File: config.mk
export PLATFORM = sky130hd
export DESIGN_NAME = cplx_div_sched
export DESIGN_NICKNAME = d
export VERILOG_FILES = /design/src/rtl/cplx_div_sched.sv
export SDC_FILE = /design/constraint.sdc
export NUM_CORES = 1
export LEC_CHECK = 0
export ABC_CLOCK_PERIOD_IN_PS = 2250
export CAP_MARGIN = 20
export CORE_AREA = 2 2 122 124
export CTS_BUF_LIST = sky130_fd_sc_hd__clkbuf_16
export DETAILED_ROUTE_END_ITERATION = 6
export DIE_AREA = 0 0 124 126
export DONT_BUFFER_PORTS = 1
export PLACE_DENSITY = 0.69
export RECOVER_POWER = 100
export REMOVE_ABC_BUFFERS = 1
export SYNTH_ARGS = -nofsm -noshare
export SYNTH_HDL_FRONTEND = slang
export SYNTH_SLANG_ARGS = --single-unit
export TNS_END_PERCENT = 50
File: constraint.sdc
create_clock -name clock -period 2.25 [get_ports clock]
set_input_delay 0.45 -clock clock [delete_from_list [all_inputs] [get_ports clock]]
set_output_delay 0.45 -clock clock [all_outputs]
set_load 0.02 [all_outputs]
File: src/rtl/cplx_div_sched.sv
// Sequencer for one shared 32/16 divider: runs the real then the imaginary
// quotient of a complex division and reports the pair with done/err.
module cplx_div_sched #(
   parameter int DW      = 32,
   parameter int VW      = 16,
   parameter int TIMEOUT = 40
) (
   input  logic          clock,
   input  logic          reset,
   input  logic          start,
   input  logic [DW-1:0] num_re,
   input  logic [DW-1:0] num_im,
   input  logic [VW-1:0] den,
   output logic          ready,
   output logic          div_run,
   output logic [DW-1:0] div_dividend,
   output logic [VW-1:0] div_divisor,
   input  logic          div_stop,
   input  logic [DW-1:0] div_quotient,
   output logic [DW-1:0] q_re,
   output logic [DW-1:0] q_im,
   output logic          done,
   output logic          err
);

   localparam int WDW = $clog2(TIMEOUT + 1);
   localparam logic [WDW-1:0] WD_LAST = WDW'(TIMEOUT - 1);
   localparam logic [WDW-1:0] WD_MAX  = WDW'(TIMEOUT);
   localparam logic [DW-1:0]  SAT_POS = {1'b0, {(DW-1){1'b1}}};
   localparam logic [DW-1:0]  SAT_NEG = {1'b1, {(DW-1){1'b0}}};

   // DONE is the one-cycle result strobe between the last working state and IDLE
   typedef enum logic [2:0] {
      IDLE, RUN_RE, WAIT_RE, CAP_RE, WAIT_IM, CAP_IM, ZERO, DONE
   } state_t;

   state_t         state, state_nxt;
   logic [DW-1:0]  im_r;
   logic [WDW-1:0] wdog;
   logic           waiting;

   always_ff @(posedge clock or negedge reset) begin
      if (!reset) state <= IDLE;
      else        state <= state_nxt;
   end

   always_comb begin
      state_nxt = state;
      ready     = 1'b0;
      div_run   = 1'b0;
      done      = 1'b0;
      waiting   = 1'b0;
      case (state)
         IDLE: begin
            ready = 1'b1;
            if (start) state_nxt = (den == '0) ? ZERO : RUN_RE;
         end
         RUN_RE: begin
            div_run   = 1'b1;
            state_nxt = WAIT_RE;
         end
         WAIT_RE: begin
            waiting = 1'b1;
            if (div_stop)              state_nxt = CAP_RE;
            else if (wdog == WD_LAST)  state_nxt = DONE;
         end
         CAP_RE: begin
            div_run   = 1'b1;
            state_nxt = WAIT_IM;
         end
         WAIT_IM: begin
            waiting = 1'b1;
            if (div_stop)              state_nxt = CAP_IM;
            else if (wdog == WD_LAST)  state_nxt = DONE;
         end
         CAP_IM:  state_nxt = DONE;
         ZERO:    state_nxt = DONE;
         DONE: begin
            done      = 1'b1;
            state_nxt = IDLE;
         end
         default: state_nxt = IDLE;
      endcase
   end

   always_ff @(posedge clock or negedge reset) begin
      if (!reset) begin
         im_r         <= '0;
         div_dividend <= '0;
         div_divisor  <= '0;
         q_re         <= '0;
         q_im         <= '0;
         err          <= 1'b0;
         wdog         <= '0;
      end else begin
         if (!waiting)            wdog <= '0;
         else if (wdog != WD_MAX) wdog <= wdog + 1'b1;

         case (state)
            IDLE: begin
               if (start) begin
                  div_dividend <= num_re;
                  im_r         <= num_im;
                  div_divisor  <= den;
                  err          <= 1'b0;
               end
            end
            WAIT_RE, WAIT_IM: begin
               if (div_stop) begin
                  if (state == WAIT_RE) div_dividend <= im_r;
               end else if (wdog == WD_LAST) begin
                  q_re <= '0;
                  q_im <= '0;
                  err  <= 1'b1;
               end
            end
            CAP_RE: q_re <= div_quotient;
            CAP_IM: q_im <= div_quotient;
            ZERO: begin
               // dividend register still holds the real numerator here
               q_re <= div_dividend[DW-1] ? SAT_NEG : SAT_POS;
               q_im <= im_r[DW-1]         ? SAT_NEG : SAT_POS;
               err  <= 1'b1;
            end
            default: ;
         endcase
      end
   end

endmodule

== Word-level counts from Yosys, hierarchy flattened ==
Index checks and enable logic that the tools add are counted.
Cells by class
  equal/unequal tests: 15
  reduce and logical (&&, ||, !) cells: 14
  add/sub/neg operators: 1
  muxes and demuxes: 26
Operator list (number)
  $mux 32: 7
  $pmux 32 s3: 2
  $pmux 32 s2: 1
  $pmux 3 s7: 1
  $logic_not 16->1: 1
  $mux 3: 5
  $eq 3x3->1 const B: 4
  $mux 6: 2
  $reduce_bool 3->1: 3
  $ne 2x1->1 const B: 4
  $reduce_and 4->1: 2
  $mux 1: 7
  $add 6x1->6 const B: 1
  $eq 3x2->1 const B: 2
  $eq 6x6->1 const B: 1
  $ne 6x6->1 const B: 1
  $reduce_and 3->1: 2
  $reduce_or 2->1: 3
  $ne 2x2->1 const B: 2
  $eq 3x1->1 const B: 1
  $logic_not 3->1: 1
  $pmux 1 s3: 1
  $reduce_and 2->1: 1
  $reduce_bool 2->1: 1
Word-level totals
  register bits: 154
  output and inout port bits: 116
  logic and storage cells: 64
  bits of input ports: 116

== Logic depth before layout (Yosys ltp) ==
  depth after elaboration: 4
  gate-level depth with buffers: 7
  gate-level depth less buffers: 6

== Least setup slack after synthesis ==
Ideal clock, no wire load.
  path kind: register to register
  start point: register state[2]
  end point: register state[1]
  cell stages (with the launch flop): 7
  path slack: 576 ps
  period minus slack after synthesis: 1674 ps
  arrival: 1608 ps
  buffers on the path: 2
  library setup time: 66 ps
  data required time: 2184 ps
  path through: dfrtp_1 buf_2 buf_4 nor3_2 nand3_1 o31ai_1 o311a_1
Between the ends
  word-level cells in the longest chain between the ends: 3
  elaborated cells on any way between the ends: 11
  those cells by class: eq/ne: 8; mux: 1; reduce/logical: 2
RTL lines
  from (decl): RTL line 37  | state_t state, state_nxt;
  from (signal assigned): RTL line 44  | else state <= state_nxt;
  $eq 3x3->1: RTL line 53  | case (state)
  $reduce_or 2->1 (no line)
  $pmux 3 s7: RTL line 53
Several ways; a longest one is shown, not always the timed one.
A chain may end at the register's enable or synchronous reset.

== Final worst setup path ==
  start point: register state[2]
  end point: output done
Between the ends
  word-level cells in the longest chain between the ends: 2
RTL lines
  $eq 3x3->1: RTL line 53
  $mux 1: RTL line 53
  to (decl): RTL line 22  | output logic done,
No other way between the ends.

==> flow_summary.ini <==
[synthesis]
synth_top_area_share_pct = 55.0
ys_top_cells_by_area = dfrtp_1 55%, mux2_2 7.7%, mux2i_1 4.9%
synth_area_per_cell_sq_um = 12.7
ys_warn_count = 0
ys_async_sr_fraction_pct = 100
ys_ff_latch = 154
ys_seq_area_share_pct = 55.0
synth_cell_types = 43
synth_largest_area_cell = dfrtp_1
synth_enable_flop_cells = 0
synth-main-ff-cell = dfrtp_1
syn-cell-area_sq_mm = 0.00700
synthCells = 552

[min_path]
hold_class = in2async

[run_status]
violations = hold timing
status = complete, but fails checks

[global_routing]
grt_pass1_wl_mm = 26.9
grt_max_degree = 155
overflow = 0
grt_pass1_vias = 4985
grtUsageTotal_pct = 22.5
antenna_found_initial = 1

[floorplan]
die-height_um = 126
start_util_pct = 48.9
die_w_um = 124
num_rows = 44
die_area_sq_mm = 0.0156
coreArea_sq_mm = 0.0143
ios = 232

[clock_tree]
post_cts.repair.setup_buffers = 0
clock-sinks = 154
cts_tree = done
root_buffer = clkbuf_16
htree_levels = 4
cts-resized-gates = 0
cts.path.max_buffers = 2
worstSkewPairLatency_ns = 0.41
clk_pin_slew_worst_paths_ns = 0.06
numCtsBuffers = 17

[worst_setup_path]
worstSetupStartpointType = flop
arrival_ns = 1.63
path_buf_inv = 1
reg2reg_depth = 5
reg2reg_to = div_divisor[11]
critPathKind = reg2out
cp_slowest_cell = dfrtp_1
cp_top_family = flip-flops
crit_path_max_incr_delay_ns = 0.63
r2r-start = state[1]
crit_required_ns = 1.80
crit_chain = inv_2, nor2_1
crit_fanout = 12
ff2ff_setup_slack_ns = 0.21
cp-end-kind = output pin

[placed_design]
io_buffers = 0
placed_cell_area_sq_mm = 0.00714
finalWeightedCongestion = 0.792
hpwl_mm = 11.7

[timing]
timing.fmax_mhz = 481
relSlewSlack_pct = 56.9
layout_min_cycle_time_ns = 2.08
rsz0062_at_grt = no
hold_slack_ns = -0.267
finalSetupTns_ns = 0
slew_viol_final = 0
post-route-period-util_pct = 92.4
finClkSkew_ns = 0.00787
hold_viol_final = 154
max_slew.worst_pin.slew_ns = 0.642
finalSetupViolations = 0

[power]
p_leak_nw = 3.03
cellPowerDensity_mw_per_mm2 = 1640
vdd_drop_max_uv = 745

[route]
route.detailed.drc = 0
drt-vias-per-instance = 6.43
avgRoutedWirePerCell_um = 23.5
num_vias = 4726
drt_iter0_markers = 350
drtAntennaViolNets = 0
drt_wl_total_mm = 17.3
drt-pass1-iter-count = 5

[cells_and_area]
final_common_cell = dfrtp_1
antenna_cells = 0
fin_util_pct = 53.7
finish.instance_area_sq_mm = 0.00769
multi_input_area_sq_mm = 0.00284
syn_to_final_growth_pct = 9.79
nFillCells = 1231
drive_above_1_share_pct = 24.0
ff_latch_area_sq_mm = 0.00385
layout_common_cells = 154 x dfrtp_1, 48 x mux2_2, 43 x nor2_1
nNetsFinal = 656

[flow_run]
max_cap_violations = 0
registers in the layout, summed over array words and instances (netlist names):
register      cells
div_dividend     32
im_r             32
q_im             32
q_re             32
div_divisor      16
wdog              6
state             3
err               1
cell usage after synthesis, types with 2 or more instances:
library cell	number
a221o_1	31
o21ai_0	2
nor2_1	45
buf_4	5
nand3_1	3
inv_2	2
mux2i_1	34
mux2_2	48
a21oi_1	6
xor2_1	2
buf_2	16
nor3_2	3
xnor2_1	3
buf_6	8
o2bb2ai_1	34
buf_1	2
a21oi_2	28
ha_1	2
a221oi_1	33
clkbuf_1	19
nand2_1	8
nor4_1	5
inv_1	5
dfrtp_1	154
a211oi_1	31
nor3_1	6
logic make-up (layout without fill, tap and decap cells):
kind of cell	count (synthesis)	count (layout)	synth area share, %
adder cells (fa/ha/maj)	2	2	0.357
AND/OR/NAND/NOR	77	77	5.41
multiplexers	82	82	12.6
buffers and inverters	58	57	4.58
XOR/XNOR	6	6	0.858
AO/OA/AOI/OAI	173	173	21.2
flip-flops	154	154	55.0
routing by layer:
metal | vias up | track usage (%) | wire length, um
met5 | - | 0 | 0
met4 | 0 | 7.20 | 285
met3 | 21 | 11.2 | 2140
met2 | 246 | 36.0 | 8320
met1 | 2361 | 26.4 | 6540
li1 | 2098 | - | -
metrics by stage:
stage          worst slack [ns]  std cells  total power, W
5_1_grt                  0.0677        735          0.0134
2_1_floorplan             -1.87        501         0.00875
3_5_place_dp              0.101        702          0.0100
3_3_place_gp              0.358        702         0.00981
6_report                  0.171        735          0.0126
4_1_cts                  0.0988        734          0.0128
final cells by class:
| type | count | share of cell area [%] |
|---|---|---|
| well taps | 184 | 2.99 |
| clock buffers | 17 | 5.53 |
| clock inverters | 15 | 1.81 |
| inverters | 7 | 0.342 |
| repair buffers | 18 | 2.23 |
| flip-flops and latches | 154 | 50.1 |
| multi-input cells | 340 | 37.0 |
report_power, final:
part,internal (W),leakage [nW],total [W],switching (W)
sequential,0.00395,1.74,0.00600,0.00206
combinational,0.00184,1.01,0.00387,0.00203
clock,0.00161,0.285,0.00272,0.00111
total,0.00740,3.03,0.0126,0.00520
worst max path at each step:
stage,from,depth (start not counted),slack [ns],to
floorplan,state[1],4,-1.87,div_divisor[0]
global placement,state[2],3,0.36,q_re[9]
detailed placement,state[2],3,0.10,q_re[14]
CTS,state[2],3,0.1,q_re[14]
global route,state[1],5,0.07,im_r[15]
finish,state[2],2,0.17,done
worst reg2reg max path, delay by kind of cell (launching register included):
kind	cells	cell delay, ns
buf+inv	2	0.72
flops	1	0.46
mux	1	0.45
simple gates	2	0.29
(Power assumes the default switching activity.)
